### src/rtl/panel_input_port_if.sv
// Operator panel input bus: raw switch/button inputs, CPU read strobe and
// held-byte status returned to the CPU.
interface panel_input_port_if;
  logic [7:0] io_dip;
  logic       io_button;
  logic       rd_ack;
  logic [7:0] in_data;
  logic       in_valid;
  logic       overrun;
  logic       btn_level;

  modport master (
    output io_dip, io_button, rd_ack,
    input  in_data, in_valid, overrun, btn_level
  );

  modport slave (
    input  io_dip, io_button, rd_ack,
    output in_data, in_valid, overrun, btn_level
  );
endinterface

### src/rtl/panel_input_port.sv
// Captures a debounced DIP byte on each debounced "enter" press and holds it
// for the CPU until a one-cycle rd_ack consumes it.
module panel_input_port #(
  parameter int TICK_DIV = 20000,
  parameter int DB_TICKS = 10
) (
  input  logic                clk,
  input  logic                rst_n,
  panel_input_port_if.slave   bus
);

  localparam int TW = $clog2(TICK_DIV);
  localparam int CW = $clog2(DB_TICKS + 1);
  localparam int NSIG = 9;  // bit 8 = button, bits 7:0 = DIP bank

  localparam logic [TW-1:0] TICK_LAST = TW'(TICK_DIV - 1);
  localparam logic [CW-1:0] DB_LAST   = CW'(DB_TICKS - 1);

  localparam logic [0:0] ST_IDLE = 1'b0;
  localparam logic [0:0] ST_HELD = 1'b1;

  logic [NSIG-1:0] sync1_q, sync2_q;
  logic [TW-1:0]   tick_cnt_q, tick_cnt_d;
  logic            tick;
  logic [CW-1:0]   db_cnt_q [NSIG];
  logic [CW-1:0]   db_cnt_d [NSIG];
  logic [NSIG-1:0] db_level_q, db_level_d;
  logic [0:0]      state_q, state_d;
  logic            press;
  logic [7:0]      in_data_q, in_data_d;
  logic            in_valid_q, in_valid_d;
  logic            overrun_q, overrun_d;
  logic            consume;

  assign tick       = (tick_cnt_q == TICK_LAST);
  assign tick_cnt_d = tick ? '0 : tick_cnt_q + TW'(1);

  // NOTE: every variable gets a default at the top of an always_comb so no
  // path leaves it unassigned, which would otherwise infer a latch.
  always_comb begin
    db_level_d = db_level_q;
    db_cnt_d   = db_cnt_q;
    if (tick) begin
      for (int i = 0; i < NSIG; i++) begin
        if (sync2_q[i] != db_level_q[i]) begin
          if (db_cnt_q[i] == DB_LAST) begin
            db_level_d[i] = ~db_level_q[i];
            db_cnt_d[i]   = '0;
          end else begin
            db_cnt_d[i] = db_cnt_q[i] + CW'(1);
          end
        end else begin
          db_cnt_d[i] = '0;
        end
      end
    end
  end

  // One press per debounced rising level; HELD blocks auto-repeat.
  always_comb begin
    state_d = state_q;
    press   = 1'b0;
    case (state_q)
      ST_IDLE: if (db_level_q[8]) begin
        state_d = ST_HELD;
        press   = 1'b1;
      end
      ST_HELD: if (!db_level_q[8]) state_d = ST_IDLE;
      default: state_d = ST_IDLE;
    endcase
  end

  // A consume in the same cycle as a press frees the slot for the new byte.
  assign consume = bus.rd_ack && in_valid_q;

  always_comb begin
    in_data_d  = in_data_q;
    in_valid_d = in_valid_q;
    overrun_d  = overrun_q;
    if (bus.rd_ack) overrun_d = 1'b0;
    if (consume)    in_valid_d = 1'b0;
    if (press) begin
      if (!in_valid_q || consume) begin
        in_data_d  = db_level_q[7:0];
        in_valid_d = 1'b1;
      end else begin
        overrun_d = 1'b1;
      end
    end
  end

  // NOTE: sequential state uses non-blocking assignments so every flop samples
  // pre-edge values, independent of statement order.
  always_ff @(posedge clk) begin
    if (!rst_n) begin
      sync1_q    <= '0;
      sync2_q    <= '0;
      tick_cnt_q <= '0;
      db_level_q <= '0;
      state_q    <= ST_IDLE;
      in_data_q  <= '0;
      in_valid_q <= 1'b0;
      overrun_q  <= 1'b0;
      // NOTE: the counter array is a handful of flops, not a RAM, so it is
      // reset element by element to discard any partial debounce count.
      for (int i = 0; i < NSIG; i++) db_cnt_q[i] <= '0;
    end else begin
      sync1_q    <= {bus.io_button, bus.io_dip};
      sync2_q    <= sync1_q;
      tick_cnt_q <= tick_cnt_d;
      db_level_q <= db_level_d;
      state_q    <= state_d;
      in_data_q  <= in_data_d;
      in_valid_q <= in_valid_d;
      overrun_q  <= overrun_d;
      for (int i = 0; i < NSIG; i++) db_cnt_q[i] <= db_cnt_d[i];
    end
  end

  assign bus.in_data   = in_data_q;
  assign bus.in_valid  = in_valid_q;
  assign bus.overrun   = overrun_q;
  assign bus.btn_level = db_level_q[8];

endmodule
### src/flat_wrapper.sv
// flat-port wrapper written by rule: the top's interface ports become plain ports
module panel_input_port_flat 
#(
  parameter int TICK_DIV = 20000,
  parameter int DB_TICKS = 10
)
  (clk, rst_n, bus_io_dip, bus_io_button, bus_rd_ack, bus_in_data, bus_in_valid, bus_overrun, bus_btn_level);
  panel_input_port_if bus_i ();
  input  logic clk;
  input  logic rst_n;
  input wire logic [$bits(bus_i.io_dip)-1:0] bus_io_dip;
  input wire logic [$bits(bus_i.io_button)-1:0] bus_io_button;
  input wire logic [$bits(bus_i.rd_ack)-1:0] bus_rd_ack;
  output wire logic [$bits(bus_i.in_data)-1:0] bus_in_data;
  output wire logic [$bits(bus_i.in_valid)-1:0] bus_in_valid;
  output wire logic [$bits(bus_i.overrun)-1:0] bus_overrun;
  output wire logic [$bits(bus_i.btn_level)-1:0] bus_btn_level;
  assign bus_i.io_dip = bus_io_dip;
  assign bus_i.io_button = bus_io_button;
  assign bus_i.rd_ack = bus_rd_ack;
  assign bus_in_data = bus_i.in_data;
  assign bus_in_valid = bus_i.in_valid;
  assign bus_overrun = bus_i.overrun;
  assign bus_btn_level = bus_i.btn_level;
  panel_input_port #(.TICK_DIV(TICK_DIV), .DB_TICKS(DB_TICKS)) u_core (.clk(clk), .rst_n(rst_n), .bus(bus_i));
endmodule
### config.mk
export PLATFORM = sky130hd
export DESIGN_NAME = panel_input_port_flat
export DESIGN_NICKNAME = d
export VERILOG_FILES = /design/src/rtl/panel_input_port_if.sv /design/src/rtl/panel_input_port.sv /design/src/flat_wrapper.sv
export SDC_FILE = /design/constraint.sdc
export NUM_CORES = 1
export LEC_CHECK = 0
export CAP_MARGIN = 10
export CORE_ASPECT_RATIO = 1.25
export CORE_MARGIN = 4
export CORE_UTILIZATION = 53
export CTS_CLUSTER_DIAMETER = 150
export CTS_CLUSTER_SIZE = 12
export DETAILED_ROUTE_END_ITERATION = 8
export GPL_TIMING_DRIVEN = 0
export PLACE_DENSITY = 0.83
export SLEW_MARGIN = 10
export SYNTH_ARGS = -nofsm -noshare
export SYNTH_HDL_FRONTEND = slang
export SYNTH_SLANG_ARGS = --single-unit
### constraint.sdc
create_clock -name clk -period 1.5 [get_ports clk]
set_clock_uncertainty 0.1 [all_clocks]
set_input_delay 0.15 -clock clk [delete_from_list [all_inputs] [get_ports clk]]
set_output_delay 0.15 -clock clk [all_outputs]
set_load 0.005 [all_outputs]
==> summary.txt <==
Die
  – Die height: 105.9 um
  – Core area: 7401 um^2
  – Initial core utilization: 0.5493
  – Die ar.: 9144 um^2
  – # rows: 35
  – Die span in x: 86.34 um
  – Ports: 23

Drt
  – Drt total wl: 11420 um
  – Drt drc: 0
  – Vias/cell: 6.098
  – Pre-Repair DR Iteration Count: 5
  – DR WL/cell: 19.29 um
  – Vias: 3610
  – ANT nets after route: 0
  – Initial DRC Count: 243

Worst setup path
  – Critical R2R Launch: u_core.tick_cnt_q[0]$_SDFF_PP0_
  – CP Data Required Time: 1650 ps
  – Kind of critical path: flop to flop
  – Worst Path Arrival: 1920 ps
  – Reg2reg path depth: 9
  – R2R Setup Slk: -270 ps
  – Crit-path max FO: 6
  – Startpoint types: flop
  – Setup crit end kind: flop
  – FF-to-FF End: u_core.tick_cnt_q[10]$_SDFF_PP0_

Timing
  – Setup Viol. Count Final: 59
  – Hold Slack: 191.4 ps
  – RSZ-0062 raised after global routing: yes
  – Relative slew margins: 0.4203
  – Max Freq: 565.5 MHz
  – Final Cycle Share: 1.179
  – Final-report hold violation count: 0
  – Fin. max-slew vios: 0
  – Min Tclk post-route: 1768 ps
  – Worst-Margin Slew: 869.6 ps
  – Final WS setup: -268.5 ps

Final layout
  – Layout area overhead: 30.26%
  – Diode count: 0
  – Final core area utilization: 0.7155
  – Nets@finish: 527
  – Filler instances: 507
  – Share of layout cells above drive strength 1: 0.2240

Worst hold path
  – Hold path cells: 3
  – HP Start: rst_n
  – Min-delay worst type: input pin to flop
  – Hold EP: u_core.db_cnt_q[8]$_SDFFE_PN0N_

Clock network
  – Latest clock arrival within the worst-skew pair: 360 ps
  – Num CTS Buffers: 9
  – Clock Path Buffers: 2
  – CTS tree: yes
  – Clock transition at path regs: 90 ps
  – Root Driver: clkbuf_8
  – H-tree levels: 3
  – CTS Hold Bufs: 0
  – Clk sinks: 89

Synthesis
  – Adder-cell share of the synthesized area: 0.05848
  – XOR/XNOR Fraction of Synth Area: 0.04740
  – Synthesized flop and latch total: 89
  – Main combinational cell family by area after synthesis: simple AND/OR/NAND/NOR gates
  – Mux cell area share after synthesis: 0.01970
  – Mapped Cells: 453
  – Sequential area share after synthesis: 0.4383
  – Synth Cell Area: 4065 um^2
  – Synthesized net count: 484
  – YS warnings: 0
  – Mapped Avg Cell Area: 8.974 um^2
  – Netlist cell types: 41
  – Simple-gate area share of the yosys netlist: 0.2392
  – Compound-Gate Fraction of Synth Area: 0.1400

GRT
  – Total global-route track usage: 0.2328
  – Total gr overflow: 0
  – Vias in the first global route: 3453
  – Largest net degree at the start of global routing: 14
  – First-pass GRT wire length: 16730 um
  – Initial antenna violation count: 0

Outcome
  – Violated checks: negative setup slack
  – Status: finished with violations

Pwr
  – Peak supply drop: 633.1 uV
  – Power per cell area: 814.0 nW/um^2
  – Lkg Pwr: 0.001774 uW

Place
  – PortBufs: 21
  – Place WS: -297.2 ps
  – Placer Congestion: 0.9059
  – Detail Placement HPWL: 6376 um

Job
  – Max Cap Viol: 0
==> state kept, by name, summed over array words and instances, names as in the netlist <==
name,cells
u_core.db_cnt_q,36
u_core.tick_cnt_q,15
u_core.db_level_q,9
u_core.sync1_q,9
u_core.sync2_q,9
u_core.bus.in_data,8
u_core.bus.in_valid,1
u_core.bus.overrun,1
u_core.state_q,1
==> Yosys cell counts (all sizes together) <==
master / n / area share
and3: 1 / 0.0015
nand2: 58 / 0.054
buf: 13 / 0.022
xnor2: 15 / 0.032
nor2b: 9 / 0.014
nor3b: 1 / 0.0018
nand3b: 11 / 0.020
o31ai: 1 / 0.0018
clkbuf: 11 / 0.010
o22ai: 9 / 0.014
mux2i: 8 / 0.020
nand2b: 20 / 0.031
nand3: 30 / 0.037
o21ai: 10 / 0.012
o32ai: 9 / 0.021
and4: 4 / 0.0086
nor4: 2 / 0.0031
xor2: 7 / 0.015
a21boi: 10 / 0.018
nor2: 14 / 0.013
dfxtp: 89 / 0.44
nor3: 2 / 0.0025
nand4: 6 / 0.0092
o41ai: 8 / 0.019
nor4b: 2 / 0.0095
a31oi: 9 / 0.014
inv: 27 / 0.025
ha: 19 / 0.058
and2: 22 / 0.034
o311ai: 8 / 0.017
a21oi: 18 / 0.022
==> metrics by stage <==
step | area (um^2) | power, uW | instances | TNS (ps)
6_report | 5295 | 4310 | 592 | -13000
5_1_grt | 5295 | 4440 | 592 | -14740
4_1_cts | 4908 | 4286 | 588 | -11090
3_5_place_dp | 4536 | 2647 | 566 | -14390
3_3_place_gp | 4536 | 2641 | 566 | -13040
2_1_floorplan | 4210 | 2569 | 453 | -3441
==> how the worst max path moves through the flow <==
stage	startpoint	endpoint	slack [ps]
after floorplan	u_core.tick_cnt_q[0]$_SDFF_PP0_	u_core.db_level_q[0]$_SDFFE_PN0P_	-90
after global placement	u_core.tick_cnt_q[0]$_SDFF_PP0_	u_core.db_cnt_q[3]$_SDFFE_PN0N_	-250
after detailed placement	u_core.tick_cnt_q[0]$_SDFF_PP0_	u_core.db_cnt_q[2]$_SDFFE_PN0N_	-300
after CTS	u_core.tick_cnt_q[0]$_SDFF_PP0_	u_core.db_level_q[0]$_SDFFE_PN0P_	-230
after global routing	u_core.tick_cnt_q[5]$_SDFF_PP0_	u_core.db_cnt_q[35]$_SDFFE_PN0N_	-320
final	u_core.tick_cnt_q[0]$_SDFF_PP0_	u_core.tick_cnt_q[10]$_SDFF_PP0_	-270
==> final cells by class <==
class                      count  area, um^2  area share
inverter                      27       101.3     0.01914
timing repair buffer          34       356.6     0.06734
clock inverter                 3       40.04    0.007561
buffer                        22       193.9     0.03663
multi-input combinational    313        2532      0.4783
tap                           92       115.1     0.02174
sequential                    89        1800      0.3400
clock buffer                  12       155.1     0.02930
==> routing by layer <==
metal / up-vias / share of wire / GRT usage
li1: 1663 / - / -
met1: 1771 / 0.40 / 0.2780
met2: 137 / 0.52 / 0.3939
met3: 39 / 0.052 / 0.04651
met4: 0 / 0.029 / 0.1125
met5: - / 0 / 0
==> cell usage in the layout, fill, tap and decap left out, types with 11 or more instances in the layout <==
| cell | n |
|---|---|
| nand2b_1 | 20 |
| and2_1 | 22 |
| dfxtp_1 | 80 |
| inv_1 | 27 |
| clkbuf_8 | 11 |
| nand2_1 | 56 |
| ha_1 | 18 |
| xnor2_1 | 15 |
| clkbuf_1 | 12 |
| nand3b_1 | 11 |
| clkdlybuf4s50_1 | 20 |
| nand3_1 | 24 |
==> logic make-up (layout without fill, tap and decap cells) <==
logic type,count (synthesis),count (layout)
simple gates,182,182
flops,89,89
compound gates,82,82
buf+inv,51,98
xor+xnor,22,22
fa+ha+maj,19,19
mux,8,8
==> critical path, cell delays in order, from the launching register on <==
cell and delay (ps):
dfxtp_4 370, ha_4 130, and4_4 230, nand4_1 130
buf_6 170, buf_12 140, buf_12 120, nand2_8 80
buf_6 140, nor2_1 50
==> report_power, final <==
part           switching, uW  internal, uW
clock network            828           849
registers               18.8          2390
logic                    137          91.0
==> repair_timing <==
action,in CTS,in global routing
endpoints found under the setup margin,60,68
buffers inserted,5,3
pin swaps,5,11
resized for setup,28,67
cloned,2,3
No activity file was read; power rests on OpenSTA's default activity.
